[config.mk]
export PLATFORM = sky130hd
export DESIGN_NAME = nn_pixel_feeder_flat
export DESIGN_NICKNAME = d
export VERILOG_FILES = /design/src/rtl/nn_pixel_feeder_if.sv /design/src/rtl/nn_pixel_feeder.sv /design/src/flat_wrapper.sv
export SDC_FILE = /design/constraint.sdc
export NUM_CORES = 1
export LEC_CHECK = 0
export BUFFER_PORTS_ARGS = -buffer_cell sky130_fd_sc_hd__buf_2
export CAP_MARGIN = 10
export CELL_PAD_IN_SITES_DETAIL_PLACEMENT = 1
export CELL_PAD_IN_SITES_GLOBAL_PLACEMENT = 2
export CORE_ASPECT_RATIO = 0.75
export CORE_MARGIN = 10
export CORE_UTILIZATION = 29
export DETAILED_ROUTE_END_ITERATION = 6
export PLACE_DENSITY_LB_ADDON = 0.05
export SYNTH_ARGS = -nofsm -noshare
export SYNTH_HDL_FRONTEND = slang
export SYNTH_SLANG_ARGS = --single-unit
[constraint.sdc]
create_clock -name clk -period 1.65 [get_ports clk]
set_input_delay 0.33 -clock clk [delete_from_list [all_inputs] [get_ports clk]]
set_output_delay 0.33 -clock clk [all_outputs]
set_load 0.05 [all_outputs]
[src/rtl/nn_pixel_feeder_if.sv]
// Raw pixel byte stream into the digit-network feeder (valid/ready).
interface nn_pixel_feeder_if #(
  parameter int PIX_BITS = 8
);
  logic [PIX_BITS-1:0] s_pixel;
  logic                s_valid;
  logic                s_ready;

  modport master (output s_pixel, s_valid, input s_ready);
  modport slave  (input s_pixel, s_valid, output s_ready);
endinterface

[src/rtl/nn_pixel_feeder.sv]
// Streams one image of fixed-point pixels into the digit network, then captures predict_num.
// Optional build macro PIXEL_BINARIZE_EN: threshold pixels to 0 / 1.0 instead of linear scaling.
module nn_pixel_feeder #(
  parameter int BITS_INT    = 4,
  parameter int BITS_FRC    = 12,
  parameter int PIX_BITS    = 8,
  parameter int WIDTH       = 784,
  parameter int WAIT_CYCLES = 16,
  parameter int THRESHOLD   = 128
) (
  input  logic                         clk,
  input  logic                         reset,
  input  logic                         start,
  nn_pixel_feeder_if.slave             pix,
  output logic [BITS_INT+BITS_FRC-1:0] input_pixel,
  output logic [9:0]                   pixel_counter,
  input  logic [BITS_INT+BITS_FRC-1:0] predict_num,
  output logic                         busy,
  output logic                         result_valid,
  output logic [BITS_INT+BITS_FRC-1:0] result
);
  localparam int DW  = BITS_INT + BITS_FRC;
  localparam int WCW = $clog2(WAIT_CYCLES) + 1;

  localparam logic [1:0] ST_IDLE   = 2'd0;
  localparam logic [1:0] ST_STREAM = 2'd1;
  localparam logic [1:0] ST_WAIT   = 2'd2;
  localparam logic [1:0] ST_DONE   = 2'd3;

  if (BITS_FRC < PIX_BITS || WIDTH > 1024 || WIDTH < 1 || WAIT_CYCLES < 1 ||
      THRESHOLD < 0 || THRESHOLD > (1 << PIX_BITS)) begin : g_bad_cfg
    $error("nn_pixel_feeder: illegal parameter combination");
  end

  function automatic logic [DW-1:0] conv(input logic [PIX_BITS-1:0] p);
`ifdef PIXEL_BINARIZE_EN
    return ({1'b0, p} >= (PIX_BITS+1)'(THRESHOLD)) ? (DW'(1) << BITS_FRC) : '0;
`else
    return DW'(p) << (BITS_FRC - PIX_BITS);
`endif
  endfunction

  logic [1:0]     state, state_nxt;
  logic [9:0]     idx;
  logic [WCW-1:0] wait_cnt;
  logic           hs, last_hs, cap, go;

  assign pix.s_ready = (state == ST_STREAM);
  assign hs      = pix.s_valid & (state == ST_STREAM);
  assign last_hs = hs & (idx == 10'(WIDTH - 1));
  assign cap     = (state == ST_WAIT) & (wait_cnt == WCW'(WAIT_CYCLES - 1));
  // start is only honoured while parked; STREAM/WAIT never see it
  assign go      = start & ((state == ST_IDLE) | (state == ST_DONE));

  always_comb begin
    state_nxt = state;
    case (state)
      ST_IDLE:   if (go)      state_nxt = ST_STREAM;
      ST_STREAM: if (last_hs) state_nxt = ST_WAIT;
      ST_WAIT:   if (cap)     state_nxt = ST_DONE;
      ST_DONE:   if (go)      state_nxt = ST_STREAM;
      default:                state_nxt = ST_IDLE;
    endcase
  end

  always_ff @(posedge clk or negedge reset) begin
    if (!reset) begin
      state         <= ST_IDLE;
      busy          <= 1'b0;
      idx           <= '0;
      wait_cnt      <= '0;
      input_pixel   <= '0;
      pixel_counter <= '0;
      result_valid  <= 1'b0;
      result        <= '0;
    end else begin
      state <= state_nxt;
      busy  <= (state_nxt == ST_STREAM) | (state_nxt == ST_WAIT);
      if (go) begin
        idx          <= '0;
        result_valid <= 1'b0;
      end else if (hs) begin
        idx <= idx + 10'd1;
      end
      if (hs) begin
        input_pixel   <= conv(pix.s_pixel);
        pixel_counter <= idx;
      end
      if (last_hs)
        wait_cnt <= '0;
      else if (state == ST_WAIT)
        wait_cnt <= wait_cnt + WCW'(1);
      if (cap) begin
        result       <= predict_num;
        result_valid <= 1'b1;
      end
    end
  end
endmodule

[src/flat_wrapper.sv]
// flat-port wrapper written by rule: the top's interface ports become plain ports
module nn_pixel_feeder_flat 
#(
  parameter int BITS_INT    = 4,
  parameter int BITS_FRC    = 12,
  parameter int PIX_BITS    = 8,
  parameter int WIDTH       = 784,
  parameter int WAIT_CYCLES = 16,
  parameter int THRESHOLD   = 128
)
  (clk, reset, start, input_pixel, pixel_counter, predict_num, busy, result_valid, result, pix_s_pixel, pix_s_valid, pix_s_ready);
  nn_pixel_feeder_if #(.PIX_BITS(PIX_BITS)) pix_i ();
  input  logic clk;
  input  logic reset;
  input  logic start;
  output logic [BITS_INT+BITS_FRC-1:0] input_pixel;
  output logic [9:0] pixel_counter;
  input  logic [BITS_INT+BITS_FRC-1:0] predict_num;
  output logic busy;
  output logic result_valid;
  output logic [BITS_INT+BITS_FRC-1:0] result;
  input wire logic [$bits(pix_i.s_pixel)-1:0] pix_s_pixel;
  input wire logic [$bits(pix_i.s_valid)-1:0] pix_s_valid;
  output wire logic [$bits(pix_i.s_ready)-1:0] pix_s_ready;
  assign pix_i.s_pixel = pix_s_pixel;
  assign pix_i.s_valid = pix_s_valid;
  assign pix_s_ready = pix_i.s_ready;
  nn_pixel_feeder #(.BITS_INT(BITS_INT), .BITS_FRC(BITS_FRC), .PIX_BITS(PIX_BITS), .WIDTH(WIDTH), .WAIT_CYCLES(WAIT_CYCLES), .THRESHOLD(THRESHOLD)) u_core (.clk(clk), .reset(reset), .start(start), .pix(pix_i), .input_pixel(input_pixel), .pixel_counter(pixel_counter), .predict_num(predict_num), .busy(busy), .result_valid(result_valid), .result(result));
endmodule
==> results of run 1 <==
==> per-layer routing <==
layer  up-vias  share of wire
met2        45           0.44
met4         0         0.0039
met1       770           0.48
li1        754              -
met5         -              0
met3         2          0.080
==> synthesized netlist by cell type <==
master	number
nand2_4	1
inv_1	3
nand3b_1	1
o22a_1	1
nand2_2	1
nand3_1	5
conb_1	1
clkbuf_1	1
a211oi_1	1
buf_2	3
dfrtp_1	53
mux2_2	34
a21o_2	1
nand4_1	3
and4_2	1
buf_4	10
and2_1	3
nor2_4	1
xor2_1	10
nor2_1	14
ha_1	6
a21oi_1	1
nor4_2	1
and3_2	1
o21ai_1	1
nand2_1	11
o22ai_1	1
mux2i_1	2
and3_1	2
xnor2_1	4
and4_1	1
==> sequential cells by signal (all words and copies together) (netlist names) <==
| register | count |
|---|---|
| u_core.wait_cnt | 5 |
| u_core.pixel_counter | 10 |
| u_core.result | 16 |
| u_core.result_valid | 1 |
| u_core.busy | 1 |
| u_core.input_pixel | 8 |
| u_core.state | 2 |
| u_core.idx | 10 |
==> per-stage QoR <==
step / setup TNS (ns) / cells
2_1_floorplan: 0 / 186
3_3_place_gp: 0 / 358
4_1_cts: 0 / 367
3_5_place_dp: 0 / 358
5_1_grt: -0.203 / 368
6_report: 0 / 368
==> layout make-up <==
| type | count | area (µm²) | share of cell area |
|---|---|---|---|
| repair buffers | 83 | 548 | 0.180 |
| flip-flops and latches | 53 | 1330 | 0.435 |
| well taps | 105 | 131 | 0.0431 |
| inverters | 3 | 11.3 | 0.00369 |
| multi-input cells | 116 | 951 | 0.312 |
| clock inverters | 2 | 10.0 | 0.00328 |
| clock buffers | 6 | 72.6 | 0.0238 |
==> worst register-to-register path, stage by stage (launching register included) <==
cell and delay (ns):
dfrtp_1 0.41, ha_2 0.19, and3_4 0.18, ha_4 0.16, nand2_4 0.10, clkbuf_16 0.15
mux2_2 0.32
==> cell families (layout without fill, tap and decap cells) <==
group                    count (synthesis)  count (layout)
flip-flops                              53              53
AND/OR/NAND/NOR                         46              46
multiplexers                            36              36
buffers and inverters                   17              94
XOR/XNOR                                14              14
adder cells (fa/ha/maj)                  6               6
AO/OA/AOI/OAI                            6               6
other                                    1               8
==> timing repair <==
item / 4_1_cts / 5_1_grt
pin swaps: 0 / 2
hold endpoints to repair: 5 / 0
gates cloned: 0 / 1
resized for setup: 1 / 6
hold buffers: 1 / 0
setup endpoints to repair: 1 / 29
==> path summary, 6_finish.rpt <==
kind	startpoint	end	cells past startpoint
setup / recovery	u_core.wait_cnt[1]$_DFFE_PN0P_	u_core.result[0]$_DFFE_PN0P_	6
hold / removal	pix_s_pixel[4]	u_core.input_pixel[8]$_DFFE_PN0P_	2
setup reg to reg	u_core.wait_cnt[1]$_DFFE_PN0P_	u_core.result[0]$_DFFE_PN0P_	6
hold reg to reg	u_core.result_valid$_DFFE_PN0P_	u_core.result_valid$_DFFE_PN0P_	2
max in group asynchronous	reset	u_core.state[1]$_DFF_PN0_	3
min in group asynchronous	reset	u_core.result[7]$_DFFE_PN0P_	2
==> power by group <==
part / total [W] / internal, W / switching, W
clock: 0.000716 / 0.000296 / 0.000420
sequential: 0.00198 / 0.00174 / 0.000247
combinational: 0.00292 / 0.000958 / 0.00196
==> flow_summary.yaml, run 1 <==
synth:
  synth_compound_area_frac: 0.0178
  synth_xor_area_frac: 0.0528
  synth.avg_cell_area_um2: 13.0
  synth_top_area_frac: 0.571
  yosys_warnings: 0
  yosys.area_share.simple: 0.105
  synth_area_um2: 2320
  ys_top_cells_by_area: "dfrtp_1 57%, mux2_2 16%, xor2_1 3.8%"
  yosysTopAreaCell: "dfrtp_1"
  synth_top_family_by_area: "multiplexers"
  synthAdderAreaFrac: 0.0323
  synthCells: 179
  muxShareOfSynthArea: 0.174
  synth_seq_area_share: 0.571
  synth.ff_latch_count: 53
  ys_types: 31
drt:
  first_iter_violations: 33
  wire_per_inst_um: 15.2
  ant_nets: 0
  wl_mm: 5.58
  dr.pass1.iters: 4
  viasPerCell: 4.27
  num_vias: 1571
  drcViolationCount: 0
critical_path:
  crit_fanout: 5
  rrSetupSlack_ns: 0.03
  cpPeakStageDelay_ns: 0.41
  cpMaxStageDelayCell: "dfrtp_1"
  path_class: "reg2reg"
  crit_buf_inv: 1
  required_ns: 1.84
  critPathCaptureType: "flop"
  critPathLaunchType: "flop"
  critical-path-top-delay-family: "flip-flops"
  cp_cell_sequence: "ha_2 > and3_4 > ha_4 > nand2_4 > clkbuf_16 > mux2_2"
  cp.arrival_ns: 1.81
global_routing:
  met1_usage: 0.127
  overflow: 0
  antenna_found_initial: 0
  grtUsageMet3: 0.0395
  use_met2: 0.144
  grt_util_all_layers: 0.0961
  grt_pass1_vias: 1816
  grt_first_pass_wirelength_mm: 9.36
  top_usage_layer: "met2"
  grt_max_degree: 19
placement:
  hpwlAfterDp_mm: 4.42
  io_buffers: 64
  place_ws_ns: 0.0213
  dpl_cell_area_um2: 2910
  routabilityCongestion: 0.662
power_and_ir_drop:
  p_total_w: 0.00562
  leakage_nw: 1.52
  power_density_nw_per_um2: 1840
  ir_worst_vdd_v: 0.000869
clock_tree:
  cts_tree: "yes"
  cts.path.max_buffers: 2
  clk_latency_ns: 0.30
  cts_buffers: 5
  postCtsSetupRepairBufs: 0
  clkSinkCount: 53
  clk_pin_slew_ns: 0.10
  ctsRootBufferMaster: "clkbuf_8"
  h-tree-depth: 2
die:
  row_count: 28
  io_pins: 73
  start_util: 0.296
  die_h_um: 97.5
  core_area_um2: 7850
  fp.dieArea_um2: 12000
  die_x_um: 123
sta:
  max_freq_ghz: 0.618
  min_period_ns: 1.62
  fin_skew_ns: 0.00623
  setup_violations: 0
  worst_slack_ns: 0.0312
  whs_ns: 0.252
  timing.final.crit_share: 0.981
  drv_slew: 0
  hold_violations: 0
  rsz0062_at_grt: "yes"
cells_and_area:
  nNetsFinal: 296
  final_common_cell: "buf_2"
  final_cell_mix: "63 x buf_2, 52 x dfrtp_1, 34 x mux2_2, 14 x nor2_1, 13 x buf_4"
  layout-drive-gt1-share: 0.521
  diodes: 0
  final_area_um2: 3050
  fin_util: 0.389
  fillCellCount: 884
  syn2layout_area_growth_pct: 31.5
min_path:
  holdCritPathClass: "in2reg"
job:
  maxCapViolCount: 0
outcome:
  status: "finished, final reports clean"
(Power assumes the default switching activity.)
==> run 2, diff against run 1 <==
--- a/config.mk
+++ b/config.mk
@@ -11,9 +11,10 @@
 export CELL_PAD_IN_SITES_GLOBAL_PLACEMENT = 2
 export CORE_ASPECT_RATIO = 0.75
 export CORE_MARGIN = 10
-export CORE_UTILIZATION = 29
+export CORE_UTILIZATION = 35
 export DETAILED_ROUTE_END_ITERATION = 6
 export PLACE_DENSITY_LB_ADDON = 0.05
+export REMOVE_ABC_BUFFERS = 1
 export SYNTH_ARGS = -nofsm -noshare
 export SYNTH_HDL_FRONTEND = slang
 export SYNTH_SLANG_ARGS = --single-unit
==> constraint.sdc (replaced) <==
create_clock -name clk -period 1.9 [get_ports clk]
set_input_delay 0.38 -clock clk [delete_from_list [all_inputs] [get_ports clk]]
set_output_delay 0.38 -clock clk [all_outputs]
set_load 0.05 [all_outputs]
==> run 2 against run 1 <==
Setup slack improved by 0.087 ns. Sequential power fell by 12%. Global-route usage rose by 1.1 points. Utilization rose by 5.8 points. Largest cell class unchanged. Fmax fell by 9.1%. Clock skew rose by 0.0017 ns. Largest power group unchanged. Clock power rose by 6.7%.
==> flow_summary.yaml, run 2 (same netlist as run 1, synthesis figures left out) <==
outcome:
  status: "finished, final reports clean"
power_and_ir_drop:
  leakage_nw: 1.44
  power_density_nw_per_um2: 1700
  ir_worst_vdd_v: 0.00104
die:
  core_area_um2: 6380
  die_x_um: 114
  fp.dieArea_um2: 10300
  start_util: 0.364
  io_pins: 73
  die_h_um: 90.5
  row_count: 25
cells_and_area:
  layout-drive-gt1-share: 0.474
  reg_top3: "u_core.result: 16 flops, u_core.idx: 10 flops, u_core.pixel_counter: 10 flops"
  top_register: "u_core.result"
  diodes: 0
  final_cell_mix: "64 x buf_2, 53 x dfrtp_1, 34 x mux2_2, 14 x nor2_1, 11 x nand2_1"
  syn2layout_area_growth_pct: 22.9
  largest_reg_flops: 16
  nNetsFinal: 282
  fin_util: 0.447
  final_common_cell: "buf_2"
drt:
  ant_nets: 0
  drcViolationCount: 0
  viasPerCell: 4.62
  wl_mm: 5.31
  num_vias: 1526
  first_iter_violations: 56
  dr.pass1.iters: 4
  wire_per_inst_um: 16.1
clock_tree:
  postCtsSetupRepairBufs: 0
  cts_hold_buf: 0
  cts_buffers: 5
  cts_tree: "yes"
  ctsResizeCount: 0
  clkSinkCount: 53
  ctsRootBufferMaster: "clkbuf_8"
  cts.path.max_buffers: 2
  clk_latency_ns: 0.30
  clk_pin_slew_ns: 0.09
  h-tree-depth: 2
sta:
  max_freq_ghz: 0.561
  rsz0062_at_grt: "no"
  min_period_ns: 1.78
  fin_skew_ns: 0.00792
  setup_violations: 0
  whs_ns: 0.0531
  hold_violations: 0
  drv_slew: 0
  fin_setup_tns_ns: 0
  timing.final.crit_share: 0.938
critical_path:
  critPathCaptureType: "flop"
  cp.arrival_ns: 1.97
  cp_num_cells: 6
  crit_fanout: 10
  rr_startpoint: "u_core.wait_cnt[0]$_DFFE_PN0P_"
  timing.rr.end: "u_core.result[6]$_DFFE_PN0P_"
  reg2reg_depth: 6
  cpPeakStageDelay_ns: 0.42
  cpMostUsedCell: "ha_1"
  crit_path_end: "u_core.result[6]$_DFFE_PN0P_"
  critical-path-top-delay-family: "adder cells"
  required_ns: 2.09
  critPathLaunchType: "flop"
  crit_start: "u_core.wait_cnt[0]$_DFFE_PN0P_"
  crit_buf_inv: 1
  rrSetupSlack_ns: 0.12
  path_class: "reg2reg"
  cpMaxStageDelayCell: "dfrtp_1"
  cp_cell_sequence: "ha_1 > and3_1 > ha_1 > nand2_4 > buf_12 > mux2_2"
job:
  maxCapViolCount: 0
global_routing:
  antenna_found_initial: 0
  grt_max_degree: 54
  grt_first_pass_wirelength_mm: 8.97
  overflow: 0
  grt_pass1_vias: 1754
  grt_util_all_layers: 0.107
min_path:
  holdCritPathClass: "in2async"
placement:
  routabilityCongestion: 0.743
  hpwlAfterDp_mm: 4.14
  io_buffers: 64
-- run 2: cell count changes in the layout (fill, tap and decap cells not counted), sizes merged --
cell         delta
clkinv          -1
clkbuf          -2
bufinv          +1
buf            -12
clkinvlp        +1
dlygate4sd3     -1
-- run 2: layout make-up --
class                           count  area, µm²
Multi-Input combinational cell    116        916
Tap cell                           81        101
Inverter                            3       11.3
Timing Repair Buffer               69        383
Sequential cell                    53       1330
Clock inverter                      3       46.3
Clock buffer                        5       68.8
Fill cell                         722       3530
-- run 2: where the power goes --
group / total, W / leakage [nW] / internal (W) / switching (W)
Clock: 0.000764 / 0.0543 / 0.000394 / 0.000369
Sequential: 0.00174 / 0.663 / 0.00151 / 0.000229
Combinational: 0.00235 / 0.726 / 0.000690 / 0.00166
-- run 2: how the worst min path moves through the flow --
stage / depth (start not counted) / start / to
finish: 2 / reset / u_core.result[12]$_DFFE_PN0P_
global route: 2 / reset / u_core.busy$_DFF_PN0_
CTS: 2 / reset / u_core.idx[1]$_DFFE_PN0P_
detailed placement: 2 / reset / u_core.idx[9]$_DFFE_PN0P_
global placement: 2 / reset / u_core.wait_cnt[3]$_DFFE_PN0P_
floorplan: 0 / reset / u_core.busy$_DFF_PN0_
-- run 2: routing by layer --
layer / GRT usage / wire length (µm) / vias up
met5: 0 / 0 / -
met4: 0.0313 / 59 / 0
met3: 0.0445 / 387 / 6
met2: 0.179 / 2610 / 41
met1: 0.122 / 2250 / 748
li1: - / - / 731
-- run 2: through the flow --
| step | setup slack (ns) | cells | total power, W | cell area, µm² |
|---|---|---|---|---|
| global placement | 0.173 | 322 | 0.00409 | 2740 |
| CTS | 0.109 | 330 | 0.00494 | 2850 |
| global route | 0.00247 | 330 | 0.00519 | 2850 |
| floorplan | -0.00997 | 172 | 0.00352 | 2250 |
| finish | 0.119 | 330 | 0.00485 | 2850 |
| detailed placement | 0.116 | 322 | 0.00416 | 2740 |
